**src/rtl/max_search_unit.sv**
```systemverilog
// max_search_unit: four-lane down-counting maximum search with FSM; optional cycle counter under MSU_CYCLE_COUNT_EN
module max_search_unit #(
  parameter int WIDTH = 8
`ifdef MSU_CYCLE_COUNT_EN
  , parameter int CNT_WIDTH = 8
`endif
) (
  input  logic             clk,
  input  logic             rst_n,
  input  logic             start,
  input  logic [WIDTH-1:0] data_in0,
  input  logic [WIDTH-1:0] data_in1,
  input  logic [WIDTH-1:0] data_in2,
  input  logic [WIDTH-1:0] data_in3,
  input  logic             end_signal,
  output logic             PU0_zero,
  output logic             PU1_zero,
  output logic             PU2_zero,
  output logic             PU3_zero,
  output logic             busy,
  output logic             done,
  output logic             tie,
  output logic [1:0]       winner,
  output logic [WIDTH-1:0] max_value
`ifdef MSU_CYCLE_COUNT_EN
  , output logic [CNT_WIDTH-1:0] cycle_count
`endif
);
  typedef enum logic [1:0] {IDLE, RUN, DONE} state_t;
  state_t state;
  logic [WIDTH-1:0] cnt [4];
  logic [WIDTH-1:0] shadow [4];
  logic [3:0] nz;
  logic [1:0] sel;
  assign nz = {cnt[3] != '0, cnt[2] != '0, cnt[1] != '0, cnt[0] != '0};
  assign {PU3_zero, PU2_zero, PU1_zero, PU0_zero} = ~nz;
  // index of the surviving nonzero lane when the generator reports a single survivor
  always_comb sel = nz[3] ? 2'd3 : nz[2] ? 2'd2 : nz[1] ? 2'd1 : 2'd0;
  // search control, lane counters and registered result
  always_ff @(posedge clk or negedge rst_n) begin
    if (!rst_n) begin
      state <= IDLE;
      for (int i = 0; i < 4; i++) begin
        cnt[i] <= '0;
        shadow[i] <= '0;
      end
      busy <= 1'b0;
      done <= 1'b0;
      tie <= 1'b0;
      winner <= 2'd0;
      max_value <= '0;
`ifdef MSU_CYCLE_COUNT_EN
      cycle_count <= '0;
`endif
    end else begin
      case (state)
        IDLE: begin
          done <= 1'b0;
          if (start) begin
            cnt[0] <= data_in0;
            cnt[1] <= data_in1;
            cnt[2] <= data_in2;
            cnt[3] <= data_in3;
            shadow[0] <= data_in0;
            shadow[1] <= data_in1;
            shadow[2] <= data_in2;
            shadow[3] <= data_in3;
            tie <= 1'b0;
            busy <= 1'b1;
            state <= RUN;
`ifdef MSU_CYCLE_COUNT_EN
            cycle_count <= '0;
`endif
          end
        end
        RUN: begin
          if (end_signal) begin
            winner <= sel;
            max_value <= shadow[sel];
            tie <= 1'b0;
            done <= 1'b1;
            state <= DONE;
          end else if (nz == 4'd0) begin
            winner <= 2'd0;
            max_value <= '0;
            tie <= 1'b1;
            done <= 1'b1;
            state <= DONE;
          end else begin
            for (int i = 0; i < 4; i++) cnt[i] <= cnt[i] - WIDTH'(nz[i]);
`ifdef MSU_CYCLE_COUNT_EN
            cycle_count <= cycle_count + CNT_WIDTH'(cycle_count != '1);
`endif
          end
        end
        default: begin
          done <= 1'b0;
          busy <= 1'b0;
          state <= IDLE;
        end
      endcase
    end
  end
endmodule
```
**config.mk**
```make
export PLATFORM = sky130hd
export DESIGN_NAME = max_search_unit
export DESIGN_NICKNAME = d
export VERILOG_FILES = /design/src/rtl/max_search_unit.sv
export SDC_FILE = /design/constraint.sdc
export NUM_CORES = 1
export LEC_CHECK = 0
export BUFFER_PORTS_ARGS = -buffer_cell sky130_fd_sc_hd__buf_2
export CAP_MARGIN = 30
export CORE_MARGIN = 1.5
export CORE_UTILIZATION = 25
export CTS_CLUSTER_SIZE = 14
export DETAILED_ROUTE_END_ITERATION = 6
export SLEW_MARGIN = 20
export SYNTH_ARGS = -nofsm -noshare
export SYNTH_HDL_FRONTEND = slang
export SYNTH_SLANG_ARGS = --single-unit
```
**constraint.sdc**
```tcl
create_clock -name clk -period 6.2 [get_ports clk]
set_input_delay 0.31 -clock clk [delete_from_list [all_inputs] [get_ports clk]]
set_output_delay 0.31 -clock clk [all_outputs]
set_load 0.01 [all_outputs]
```
==> flow_summary_export.csv, run 1 <==
group,metric,value,unit
run_status,status,"finished clean",
floorplanning,initial_core_util,25.77,%
route,via_per_inst,5.083,
clock_network,cts-buffers-inserted,9,
cells_and_area,antenna_cells,0,
clock_network,htreeDepth,3,
timing,drv_slew,0,
yosys,synth_area_leaders,"dfrtp_1 (48%), mux2_2 (8.8%), a21oi_1 (4.0%)",
yosys,synth.distinct_cells,42,
yosys,synth_top_area_share,48.13,%
route,drc,0,
place,hpwl,8046,µm
clock_network,cts_setup_buffers,0,
yosys,synth_edf_count,0,
cells_and_area,area_growth,19.59,%
global_routing,gr-total-overflow,0,
global_routing,grt_pass1_vias,3507,
place,place.port_buffers,52,
global_routing,grt_pass1_wl,18970,µm
clock_network,cts_resized,0,
route,drtPass1Iterations,4,
timing,finClkSkew,0.007515,ns
run,maxCapViolCount,0,
yosys,netlist_instances,411,
clock_network,cts_tree,"yes",
floorplanning,die_h,131.2,µm
min_path,hold_path_class,"in2reg",
floorplanning,dieArea,17210,µm²
timing,timing.final.crit_share,49.55,%
global_routing,track_usage,13.88,%
critical_path,critical_path_class,"reg2reg",
yosys,yosys.cell_count.top_type,"dfrtp_1",
power,power.leakage,2.079,nW
floorplanning,core_area,15940,µm²
timing,worst_pin_slew,0.8231,ns
route,via_count,3421,
floorplanning,rows,46,
global_routing,grt_max_degree,68,
critical_path,crit_required,6.40,ns
critical_path,end_kind,"register",
yosys,synth_fp_nets,459,
timing,slew_headroom,45.12,%
yosys,synth_flop_cell,"dfrtp_1",
yosys,ys_seq_area_share,48.13,%
power,irDropWorstVdd,0.2170,mV
timing,rsz0062_at_grt,"no",
route,ant_nets,0,
yosys,async_flop_share,100.0,%
critical_path,cp_num_buf_inv,1,
timing,setup_viol,0,
route,drtIter0Drc,263,
timing,finalHoldViolations,0,
critical_path,start_kind,"register",
yosys,synth_top_area_cell,"dfrtp_1",
critical_path,cp_cell_sequence,"nor4_2 > nand3_2 > o41ai_4 > and2_1 > buf_4 > o221ai_1",
clock_network,clk_pin_slew,0.06,ns
clock_network,clockBufferDepth,2,
floorplanning,dieWidth,131.2,µm
yosys,synth_commonest_cells,"dfrtp_1 (79), nor2_1 (41), a21oi_1 (33)",
timing,hold_slack,0.2256,ns
critical_path,cpLargestDelayFamily,"simple AND/OR/NAND/NOR gates",
critical_path,cp_max_fo,23,
yosys,ys_ff_latch,79,
clock_network,ctsHoldBuffers,1,
timing,finalSetupTns,0,ns
timing,fin_crit,3.072,ns
global_routing,antenna_found_initial,1,
route,drt-total-wl,11280,µm
power,power_density,475.8,nW/µm²
critical_path,crit_path_top_delay_cell,"and2_1",
clock_network,cts_num_sinks,79,
place,routabilityCongestion,0.8650,
clock_network,cts-root-buf,"clkbuf_16",
yosys,syn_area,4108,µm²
clock_network,clock_latency,0.34,ns
cells_and_area,drive_gt1_share,25.60,%
yosys,syn_area_per_cell,9.994,µm²
floorplanning,ios,53,
route,wl_per_cell,16.76,µm
cells_and_area,finalNetCount,501,
critical_path,cp.arrival,3.27,ns
critical_path,cp_slowest_stage_delay,0.62,ns
timing,fmax,325.5,MHz
yosys,yosysWarnings,0,
## power breakdown
| group | total [W] | switching, W | internal, W |
|---|---|---|---|
| Clock | 0.000561 | 0.000209 | 0.000351 |
| Sequential | 0.000941 | 0.000192 | 0.000749 |
| Combinational | 0.000836 | 0.000461 | 0.000375 |
| Total | 0.00234 | 0.000863 | 0.00147 |
## cell usage in the layout (no fill, tap or decap), drive strengths merged, types with 2 or more instances in the layout
| cell type | n |
|---|---|
| dfrtp | 79 |
| buf | 59 |
| nor2 | 41 |
| a21oi | 33 |
| mux2 | 32 |
| o21ai | 20 |
| nand2 | 19 |
| nand3 | 19 |
| inv | 17 |
| o22a | 15 |
| a31oi | 14 |
| ha | 12 |
| nand2b | 10 |
| clkbuf | 10 |
| o211ai | 9 |
| nor4 | 9 |
| o22ai | 8 |
| a32o | 8 |
| nor3 | 7 |
| a22oi | 5 |
| and2 | 4 |
| a41oi | 4 |
| nor3b | 3 |
| or3b | 2 |
| bufinv | 2 |
| clkinvlp | 2 |
| nor2b | 2 |
| o41ai | 2 |
## layer usage
metal | track usage (%) | routed length, µm | vias up
met1 | 19.91 | 5302 | 1687
met3 | 4.012 | 848 | 11
met2 | 20.05 | 4994 | 126
met5 | 0 | 0 | -
met4 | 4.120 | 136 | 0
li1 | - | - | 1597
## per-stage QoR
| step | cell area, µm² | setup slack, ns | std cells | power (W) | util, % |
|---|---|---|---|---|---|
| 2_1_floorplan | 4108 | 3.869 | 411 | 0.001509 | - |
| 3_3_place_gp | 4562 | 3.289 | 655 | 0.001735 | 28.61 |
| 3_5_place_dp | 4582 | 3.174 | 656 | 0.001775 | 28.74 |
| 4_1_cts | 4905 | 3.168 | 672 | 0.002341 | 30.76 |
| 5_1_grt | 4912 | 2.849 | 673 | 0.002509 | 30.81 |
| 6_report | 4912 | 3.128 | 673 | 0.002337 | 30.81 |
## flip-flops by register name, summed over array words and instances (netlist names)
register and flops:
winner 2, done 1, busy 1, tie 1, cnt 32, max_value 8, state 2, shadow 32
## path summary, 6_finish.rpt
kind                                          from                     end  cells past startpoint  slack (ns)
worst min-delay path                   data_in0[4]  shadow[28]$_DFFE_PN0P_                      2        0.23
worst max-delay path            cnt[3]$_DFFE_PN0P_      cnt[6]$_DFFE_PN0P_                      6        3.13
worst max register to register  cnt[3]$_DFFE_PN0P_      cnt[6]$_DFFE_PN0P_                      6        3.13
worst min register to register    done$_DFFE_PN0P_        done$_DFFE_PN0P_                      2        0.48
max in group asynchronous                    rst_n     cnt[19]$_DFFE_PN0P_                      3        5.12
min in group asynchronous                    rst_n     cnt[26]$_DFFE_PN0P_                      2        0.48
## area by class of cell
type	count	area (µm²)
clock buffer	10	229.0
clock inverter	5	83.83
fill	1661	11030
inverter	17	63.81
multi-input combinational	286	1951
sequential	79	1977
tap	216	270.3
timing repair buffer	60	337.8
## kinds of logic after synthesis
group	synth area share (%)
fa+ha+maj	3.655
simple gates	14.62
buf+inv	4.508
compound gates	20.32
mux	8.773
flops	48.13
No activity file was read; power rests on OpenSTA's default activity.
==> inputs of run 2 (changes only) <==
Clock period 6.2 ns to 3 ns, I/O delays scaled along.
==> flow_summary_export.csv, run 2 (synthesis results as in run 1) <==
group,metric,value,unit
critical_path,cp_cell_sequence,"nor4_2 > nand3_2 > o41ai_4 > buf_4 > and2_1 > buf_4 > o211ai_1",
clock_network,clk_pin_slew,0.06,ns
floorplanning,rows,46,
min_path,min-delay-start,"data_in3[3]",
critical_path,cp_max_fo,17,
timing,setup_viol,0,
place,dp_slack,0.4654,ns
power,sw_frac_of_total,36.16,%
global_routing,antenna_found_initial,0,
min_path,hold_path_class,"in2reg",
clock_network,cts_tree,"yes",
cells_and_area,finalNetCount,505,
critical_path,cp.arrival,2.79,ns
min_path,whs_path_depth,2,
global_routing,grt_pass1_vias,3434,
run,maxCapViolCount,0,
critical_path,r2r_start,"cnt[3]$_DFFE_PN0P_",
cells_and_area,antenna_cells,0,
timing,rsz0062_at_grt,"no",
critical_path,worstSetupStartpoint,"cnt[3]$_DFFE_PN0P_",
min_path,min_to,"shadow[3]$_DFFE_PN0P_",
floorplanning,dieWidth,131.2,µm
floorplanning,dieArea,17210,µm²
clock_network,cts_num_sinks,79,
place,hpwl,8334,µm
timing,worst_pin_slew,0.5569,ns
clock_network,cts-root-buf,"clkbuf_16",
power,internal_power,0.003145,W
power,power_frac_clock,25.0,%
critical_path,start_kind,"register",
cells_and_area,drive_gt1_share,26.03,%
route,drtPass1Iterations,5,
floorplanning,initial_core_util,25.77,%
power,p_switching,0.001781,W
timing,timing.final.crit_share,86.04,%
route,wl_per_cell,17.16,µm
floorplanning,ios,53,
place,routabilityCongestion,0.8733,
route,ant_nets,0,
cells_and_area,area_growth,20.87,%
timing,fmax,387.4,MHz
global_routing,track_usage,13.74,%
power,comb_power_share,35.3,%
cells_and_area,final_common_cell,"dfrtp_1",
route,drc,0,
critical_path,crit_path_top_delay_cell,"dfrtp_1",
run_status,status,"finished clean",
clock_network,htreeDepth,3,
power,power.leakage,2.115,nW
floorplanning,die_h,131.2,µm
clock_network,cts-buffers-inserted,9,
route,via_count,3492,
timing,fin_crit,2.581,ns
power,pwr-share-seq,39.7,%
route,via_per_inst,5.158,
place,place.port_buffers,52,
global_routing,grt_pass1_wl,18570,µm
clock_network,clockBufferDepth,2,
critical_path,reg2reg_depth,7,
power,power_density,992.2,nW/µm²
route,drtIter0Drc,362,
timing,finalSetupTns,0,ns
power,irDropWorstVdd,0.4140,mV
timing,hold_slack,0.05729,ns
timing,drv_slew,0,
timing,slew_headroom,62.62,%
critical_path,crit_required,3.21,ns
timing,finalHoldViolations,0,
global_routing,grt_max_degree,57,
global_routing,gr-total-overflow,0,
timing,finClkSkew,0.009248,ns
critical_path,end_kind,"register",
critical_path,cpMostUsedCell,"buf_4",
timing,fin_ws,0.4188,ns
cells_and_area,utilization,31.14,%
critical_path,r2r_slack,0.42,ns
clock_network,clock_latency,0.34,ns
critical_path,cp_slowest_stage_delay,0.45,ns
route,drt-total-wl,11620,µm
cells_and_area,final_cell_mix,"dfrtp_1 (79), buf_2 (51), nor2_1 (41), a21oi_1 (33), mux2_2 (32)",
floorplanning,core_area,15940,µm²
cells_and_area,largest_registers,"cnt x32, shadow x32, max_value x8",
critical_path,reg2reg_to,"cnt[11]$_DFFE_PN0P_",
critical_path,critical_path_class,"reg2reg",
==> run 2: changes by cell type in the layout (fill, tap and decap cells not counted), sizes merged <==
cell and change:
clkinvlp -2, buf +4, bufinv +1, clkbuf +1
==> run 2: area by class of cell <==
class / instances / area (µm²)
Fill cell: 1665 / 10980
Sequential cell: 79 / 1977
Clock inverter: 4 / 95.09
Inverter: 17 / 63.81
Timing Repair Buffer: 64 / 375.4
Tap cell: 216 / 270.3
Clock buffer: 11 / 232.7
Multi-Input combinational cell: 286 / 1951
==> run 2: worst max path at each step <==
stage                               end  slack (ns)  cells after the start
CTS                 cnt[11]$_DFFE_PN0P_        0.44                      7
global placement        tie$_DFFE_PN0P_        0.46                      5
finish              cnt[11]$_DFFE_PN0P_        0.42                      7
detailed placement  cnt[29]$_DFFE_PN0P_        0.47                      7
floorplan            cnt[6]$_DFFE_PN0P_        0.67                     10
global route         cnt[6]$_DFFE_PN0P_        0.27                      7
==> run 2: routing by layer <==
layer	vias to the layer above	part of all wire, %	global-route usage [%]
met5	-	0	0
met1	1739	45	18.70
li1	1605	-	-
met2	136	45	20.90
met4	0	1.0	4.120
met3	12	8.2	4.205
==> run 2: power by group through the flow <==
stage	clock (W)	combinational, W	sequential [W]
global placement	0	0.00166	0.00195
floorplan	0	0.00124	0.00188
finish	0.00123	0.00174	0.00196
global route	0.00131	0.00192	0.00202
detailed placement	0	0.00173	0.00196
CTS	0.00125	0.00174	0.00194
==> run 2: through the flow <==
step | std cells | power [W] | area (µm²)
after floorplan | 411 | 0.003118 | 4108
after global placement | 659 | 0.003609 | 4592
after detailed placement | 660 | 0.003684 | 4619
after CTS | 676 | 0.004935 | 4957
after global routing | 677 | 0.005250 | 4965
final | 677 | 0.004926 | 4965
==> run 2: worst max-delay path, delay by kind of cell (launching register included) <==
family          cells  cell delay [ns]
flops               1             0.45
simple gates        3             0.92
compound gates      2             0.58
buf+inv             2             0.49
==> run 2: repair_timing <==
item,in CTS,in global routing
hold buffers,1,0
gates resized for setup,0,0
setup buffers,0,0
hold endpoints to repair,23,0
endpoints found under the setup margin,0,0
